`src/rtl/cpu_pkg.sv`:
```
// Shared CPU definitions: hazard controller state encoding and register index width.
// Latency: n/a (types and constants only).
// Backpressure: n/a.
package cpu_pkg;

    localparam int REG_IDX_W = 4;

    typedef enum logic [1:0] {
        RUN      = 2'd0,
        LU_STALL = 2'd1,
        MEM_WAIT = 2'd2
    } hz_state_t;

endpackage

```
`src/rtl/sat_counter16.sv`:
```
// 16-bit event counter that sticks at 16'hFFFF instead of wrapping.
// Latency: count reflects an enabled cycle one clock later.
// Backpressure: none; counts every cycle en is high, clr wins over en.
module sat_counter16 (
    input  logic        clk,
    input  logic        clr,
    input  logic        en,
    output logic [15:0] count
);

    // Synchronous clear, otherwise count up until all ones.
    always_ff @(posedge clk) begin
        if (clr) begin
            count <= 16'd0;
        end else if (en && (count != 16'hFFFF)) begin
            count <= count + 16'd1;
        end
    end

endmodule

```
`src/rtl/hazard_ctrl.sv`:
```
// Pipeline stall/flush controller: load-use bubbles, data-memory waits with timeout, branch squash.
// Latency: stop/flush outputs are combinational (Mealy) from state and inputs, zero added cycles.
// Backpressure: a memory wait freezes all five pipeline registers; HAZARD_PERF_EN adds perf counters.
module hazard_ctrl
    import cpu_pkg::*;
#(
    parameter int LOAD_LAT    = 1,
    parameter int MEM_TIMEOUT = 64
) (
    input  logic                 clk,
    input  logic                 reset,
    input  logic [REG_IDX_W-1:0] id_rs1,
    input  logic [REG_IDX_W-1:0] id_rs2,
    input  logic                 id_use_rs1,
    input  logic                 id_use_rs2,
    input  logic [REG_IDX_W-1:0] ex_rd,
    input  logic                 ex_regWrite,
    input  logic                 ex_resultSrc,
    input  logic                 ex_branch_taken,
    input  logic                 mem_req,
    input  logic                 mem_ready,
    output logic                 stop_pc,
    output logic                 stop_ifid,
    output logic                 stop_idex,
    output logic                 stop_exmem,
    output logic                 stop_memwb,
    output logic                 flush_ifid,
    output logic                 flush_idex,
    output logic                 busy,
    output logic                 mem_timeout,
    output logic [15:0]          stall_cycles,
    output logic [15:0]          flush_events
);

    localparam logic [2:0] LU_INIT = 3'(LOAD_LAT - 1);
    localparam logic [7:0] TO_VAL  = 8'(MEM_TIMEOUT);

    hz_state_t  state, state_nxt, ret_state, ret_nxt, cur_state, eval_state;
    logic [2:0] lu_cnt, lu_cnt_nxt;
    logic [7:0] wait_cnt, wait_cnt_nxt;
    logic       timeout_set;
    logic       lu_hit;
    logic       mem_stall;

    assign lu_hit = ex_resultSrc & ex_regWrite & (ex_rd != '0) &
                    ((id_use_rs1 & (id_rs1 == ex_rd)) | (id_use_rs2 & (id_rs2 == ex_rd)));
    assign mem_stall = mem_req & ~mem_ready;

    // While reset is high the outputs behave as if in RUN, so a quiet pipeline sees all zeros.
    assign cur_state = reset ? RUN : state;
    assign busy      = (cur_state != RUN);

    // Next-state and output decode; a completed memory wait replays the interrupted state's behaviour.
    always_comb begin
        stop_pc      = 1'b0;
        stop_ifid    = 1'b0;
        stop_idex    = 1'b0;
        stop_exmem   = 1'b0;
        stop_memwb   = 1'b0;
        flush_ifid   = 1'b0;
        flush_idex   = 1'b0;
        state_nxt    = state;
        ret_nxt      = ret_state;
        lu_cnt_nxt   = lu_cnt;
        wait_cnt_nxt = wait_cnt;
        timeout_set  = 1'b0;
        eval_state   = cur_state;

        if (cur_state == MEM_WAIT) begin
            if (!mem_ready) begin
                if (wait_cnt == TO_VAL) begin
                    // Give up: release the pipeline and drop any pending bubbles.
                    timeout_set = 1'b1;
                    state_nxt   = RUN;
                    lu_cnt_nxt  = 3'd0;
                end else begin
                    {stop_pc, stop_ifid, stop_idex, stop_exmem, stop_memwb} = 5'b11111;
                    wait_cnt_nxt = wait_cnt + 8'd1;
                end
            end else begin
                eval_state = ret_state;
                state_nxt  = ret_state;
            end
        end

        case (eval_state)
            RUN: begin
                if (mem_stall) begin
                    {stop_pc, stop_ifid, stop_idex, stop_exmem, stop_memwb} = 5'b11111;
                    ret_nxt      = RUN;
                    wait_cnt_nxt = 8'd1;
                    state_nxt    = MEM_WAIT;
                end else if (ex_branch_taken) begin
                    // The ID instruction is squashed, so any load-use hit on it is moot.
                    flush_ifid = 1'b1;
                    flush_idex = 1'b1;
                    state_nxt  = RUN;
                end else if (lu_hit) begin
                    stop_pc    = 1'b1;
                    stop_ifid  = 1'b1;
                    flush_idex = 1'b1;
                    lu_cnt_nxt = LU_INIT;
                    state_nxt  = (LOAD_LAT == 1) ? RUN : LU_STALL;
                end else begin
                    state_nxt = RUN;
                end
            end
            LU_STALL: begin
                if (mem_stall) begin
                    {stop_pc, stop_ifid, stop_idex, stop_exmem, stop_memwb} = 5'b11111;
                    ret_nxt      = LU_STALL;
                    wait_cnt_nxt = 8'd1;
                    state_nxt    = MEM_WAIT;
                end else begin
                    stop_pc    = 1'b1;
                    stop_ifid  = 1'b1;
                    flush_idex = 1'b1;
                    lu_cnt_nxt = lu_cnt - 3'd1;
                    state_nxt  = (lu_cnt == 3'd1) ? RUN : LU_STALL;
                end
            end
            default: begin
            end
        endcase
    end

    // State, counters and the sticky timeout flag; reset abandons any stall in progress.
    always_ff @(posedge clk) begin
        if (reset) begin
            state       <= RUN;
            ret_state   <= RUN;
            lu_cnt      <= 3'd0;
            wait_cnt    <= 8'd0;
            mem_timeout <= 1'b0;
        end else begin
            state     <= state_nxt;
            ret_state <= ret_nxt;
            lu_cnt    <= lu_cnt_nxt;
            wait_cnt  <= wait_cnt_nxt;
            if (timeout_set) begin
                mem_timeout <= 1'b1;
            end
        end
    end

`ifdef HAZARD_PERF_EN
    logic any_stop;
    logic any_flush;

    assign any_stop  = stop_pc | stop_ifid | stop_idex | stop_exmem | stop_memwb;
    assign any_flush = flush_ifid | flush_idex;

    sat_counter16 u_stall_cnt (
        .clk   (clk),
        .clr   (reset),
        .en    (any_stop),
        .count (stall_cycles)
    );

    sat_counter16 u_flush_cnt (
        .clk   (clk),
        .clr   (reset),
        .en    (any_flush),
        .count (flush_events)
    );
`else
    assign stall_cycles = 16'd0;
    assign flush_events = 16'd0;
`endif

endmodule
```
`config.mk`:
```
export PLATFORM = sky130hd
export DESIGN_NAME = hazard_ctrl
export DESIGN_NICKNAME = d
export VERILOG_FILES = /design/src/rtl/cpu_pkg.sv /design/src/rtl/sat_counter16.sv /design/src/rtl/hazard_ctrl.sv
export SDC_FILE = /design/constraint.sdc
export NUM_CORES = 1
export LEC_CHECK = 0
export CAP_MARGIN = 0
export CORE_MARGIN = 10
export CORE_UTILIZATION = 41
export CTS_CLUSTER_SIZE = 30
export DETAILED_ROUTE_END_ITERATION = 8
export PLACE_DENSITY = 0.86
export SLEW_MARGIN = 25
export SYNTH_ARGS = -nofsm -noshare
export SYNTH_HDL_FRONTEND = slang
export SYNTH_SLANG_ARGS = --single-unit
```
`constraint.sdc`:
```
create_clock -name clk -period 2.4 [get_ports clk]
set_input_delay 0.24 -clock clk [delete_from_list [all_inputs] [get_ports clk]]
set_output_delay 0.24 -clock clk [all_outputs]
set_load 0.05 [all_outputs]
```
==> flow_summary.json, run 1 <==
{
  "rsz0062_at_grt": "no",
  "min_path_type": "reg -> reg",
  "r2r_setup_slack_ns": 0.68,
  "antenna_found_initial": 0,
  "avgSynthCellArea_sq_um": 8.102,
  "synthCells": 162,
  "fp.coreArea_sq_um": 3053,
  "syn_to_final_growth_pct": 27.17,
  "grtUsageTotal_pct": 9.638,
  "wl_per_cell_um": 12.63,
  "clk_pin_slew_worst_paths_ns": 0.09,
  "ir_drop_mv": 0.1473,
  "first_pass_iters": 4,
  "critPathRequiredTime_ns": 2.16,
  "max-cap-violations": 0,
  "post-dp-hpwl_um": 2531,
  "whs_path_depth": 2,
  "dieArea_sq_um": 5865,
  "ant_nets": 0,
  "grt_pass1_vias": 1038,
  "grt_pass1_wl_um": 4836,
  "p_leak_nw": 0.6638,
  "drc": 0,
  "fin_crit_sh_pct": 94.04,
  "gp_congestion": 0.8398,
  "place_area_sq_um": 1605,
  "crit_path_max_fanout": 6,
  "fin_nets": 220,
  "cp_num_buf_inv": 1,
  "crit_path_end_kind": "output port",
  "cts_root_buf": "clkbuf_4",
  "diodes": 0,
  "wl_um": 3007,
  "io_buffers": 29,
  "min-delay-start": "mem_timeout",
  "grt_overflow_total": 0,
  "vias": 1086,
  "start_util_pct": 42.99,
  "cp_top_family": "simple AND/OR/NAND/NOR gates",
  "io_pins": 62,
  "clock_sinks": 15,
  "cts_buffer_depth": 2,
  "clk_latency_ns": 0.28,
  "r2r_cells": 5,
  "hold_slack_ns": 0.5103,
  "grt_max_degree": 11,
  "min_delay_worst_endpoint": "mem_timeout",
  "fmax_mhz": 443.1,
  "numCtsBuffers": 3,
  "dr.first_iter.drc_count": 69,
  "ys_types": 41,
  "cp.arrival_ns": 2.02,
  "hold_violations": 0,
  "tns_ns": 0,
  "slew_headroom_pct": 65.91,
  "timing.final.crit_period_ns": 2.257,
  "cts_tree": "done",
  "die_y_um": 76.58,
  "die_w_um": 76.58,
  "crit_chain": "nor4b_4, and3_4, or3_1, a21oi_4, a211o_4, buf_12",
  "synth_warnings": 0,
  "r2r-end": "lu_cnt[1]",
  "syn_area_sq_um": 1313,
  "layout-drive-gt1-share_pct": 15.46,
  "avgViaCountPerCell": 4.563,
  "finalSetupViolCount": 0,
  "yosysSeqAreaShare_pct": 22.88,
  "crit_type": "reg -> out",
  "clock_skew_ns": 0.0008281,
  "crit_path_top_delay_cell": "dfxtp_1",
  "final_area_sq_um": 1669,
  "worst_pin_slew_ns": 0.5097,
  "rows": 20,
  "htreeDepth": 1,
  "synth_seq_cells": 15,
  "rr_startpoint": "state[1]",
  "fill_cells": 272,
  "powerDensity_nw_per_um2": 404.1,
  "finalMaxSlewViolations": 0,
  "cp-start-kind": "register",
  "cpPeakStageDelay_ns": 0.38,
  "status": "completed"
}
==> through the flow <==
stage          std cells  setup slack, ns  util [%]  power (mW)
4_1_cts              238          0.02628     54.22      0.6730
3_5_place_dp         231           0.1882     52.58      0.5274
6_report             238           0.1430     54.67      0.6744
3_3_place_gp         231           0.2057     52.58      0.5258
2_1_floorplan        193          0.07230         -      0.4845
5_1_grt              238          0.02902     54.67      0.7070
==> cells in the final DEF (no fill, tap or decap), types with 2 or more instances in the layout <==
master	Yosys	routed
conb_1	1	32
a31oi_1	4	4
a21oi_1	10	9
or2_1	2	2
dfxtp_1	15	14
nand2_1	8	8
nor2_1	13	13
ha_1	4	4
buf_12	0	7
nor4b_4	1	2
nand2b_1	4	4
and4_1	3	3
clkbuf_4	0	3
xor2_1	9	9
clkdlybuf4s50_1	0	21
nor2b_1	2	2
and3_1	3	3
buf_4	35	8
o21ai_0	2	2
nor3_1	3	3
inv_1	7	7
nand4_1	2	2
xnor2_1	5	5
o221ai_1	3	3
nand3_1	6	6
==> worst register-to-register path: cells and delay by family, from the launching register on <==
kind	cells	cell delay (ns)
simple gates	2	0.60
flops	1	0.50
compound gates	3	0.49
==> where the power goes <==
part	internal (mW)	switching [mW]
sequential	0.251	0.00193
combinational	0.0874	0.189
clock	0.0619	0.0838
==> cell type report <==
class                   instances  area, sq um  share of cell area, %
multi-input cells             132        848.3                  50.82
repair buffers                 36        410.4                  24.59
flip-flops and latches         15        301.5                  18.07
well taps                      44        55.05                  3.298
inverters                       7        26.28                  1.574
clock buffers                   3        22.52                  1.349
clock inverters                 1        5.005                 0.2999
==> state kept, by name (all words and copies together) (netlist names) <==
signal and cells:
ret_state 1, state 2, wait_cnt 8, mem_timeout 1
lu_cnt 3
==> Yosys cell counts, drive strengths merged <==
| cell type | instances | area share [%] |
|---|---|---|
| buf | 37 | 21 |
| dfxtp | 15 | 23 |
| nor2 | 14 | 4.2 |
| a21oi | 10 | 3.8 |
| xor2 | 9 | 6.0 |
| nand2 | 8 | 2.3 |
| inv | 7 | 2.0 |
| nand3 | 7 | 3.1 |
| xnor2 | 5 | 3.3 |
| a31oi | 4 | 1.9 |
| and3 | 4 | 2.0 |
| and4 | 4 | 2.9 |
| ha | 4 | 3.8 |
| nand2b | 4 | 1.9 |
| nor2b | 3 | 1.6 |
| nor3 | 3 | 1.1 |
| o221ai | 3 | 2.0 |
| clkbuf | 2 | 0.57 |
| nand4 | 2 | 0.95 |
| nor4b | 2 | 3.0 |
| o21ai | 2 | 0.76 |
| or2 | 2 | 0.95 |
| a211o | 1 | 0.67 |
| a22oi | 1 | 0.57 |
| a311oi | 1 | 0.67 |
| a41oi | 1 | 2.1 |
| and2 | 1 | 0.48 |
| conb | 1 | 0.29 |
| o21a | 1 | 0.57 |
| o31a | 1 | 0.67 |
| o32ai | 1 | 0.67 |
| or3 | 1 | 0.48 |
| or4 | 1 | 0.57 |
==> how the worst max path moves through the flow <==
stage                            from         to  slack [ns]  cells past startpoint
final                     wait_cnt[5]  stop_ifid        0.14                      6
after global routing      wait_cnt[5]  stop_ifid        0.03                      6
after CTS                 wait_cnt[5]  stop_ifid        0.03                      6
after detailed placement     ex_rd[0]  stop_ifid        0.19                      6
after global placement       ex_rd[0]  stop_ifid        0.21                      6
after floorplan           wait_cnt[0]    stop_pc        0.07                      7
==> routing by layer <==
layer / vias to the layer above / track usage [%] / share of wire, %
met5: - / 0 / 0
met4: 0 / 4.647 / 2.2
met3: 6 / 2.476 / 5.9
met2: 42 / 15.99 / 48
li1: 555 / - / -
met1: 483 / 11.21 / 44
==> repair_timing <==
| item | in CTS | in global routing |
|---|---|---|
| hold buffers | 0 | 0 |
| endpoints found under the setup margin | 2 | 5 |
| setup buffers | 3 | 0 |
| pin swaps | 1 | 0 |
| resized for setup | 0 | 3 |
==> cell families after synthesis <==
logic type | after synthesis | synth area share, %
other | 1 | 0.2857
adder cells (fa/ha/maj) | 4 | 3.813
buffers and inverters | 46 | 23.83
AND/OR/NAND/NOR | 56 | 25.45
XOR/XNOR | 14 | 9.342
AO/OA/AOI/OAI | 26 | 14.40
flip-flops | 15 | 22.88
No activity file was read; power rests on OpenSTA's default activity.
==> run 2: changes to the inputs <==
Settings changed: HOLD_SLACK_MARGIN set to 0.1.
==> results of run 2 <==
The final DEF is identical to that of run 1; final timing and power are the same.
==> run 3: changes to the inputs <==
Settings changed: CAP_MARGIN 0 to unset.
==> results of run 3 <==
The final DEF is identical to that of run 1; final timing and power are the same.
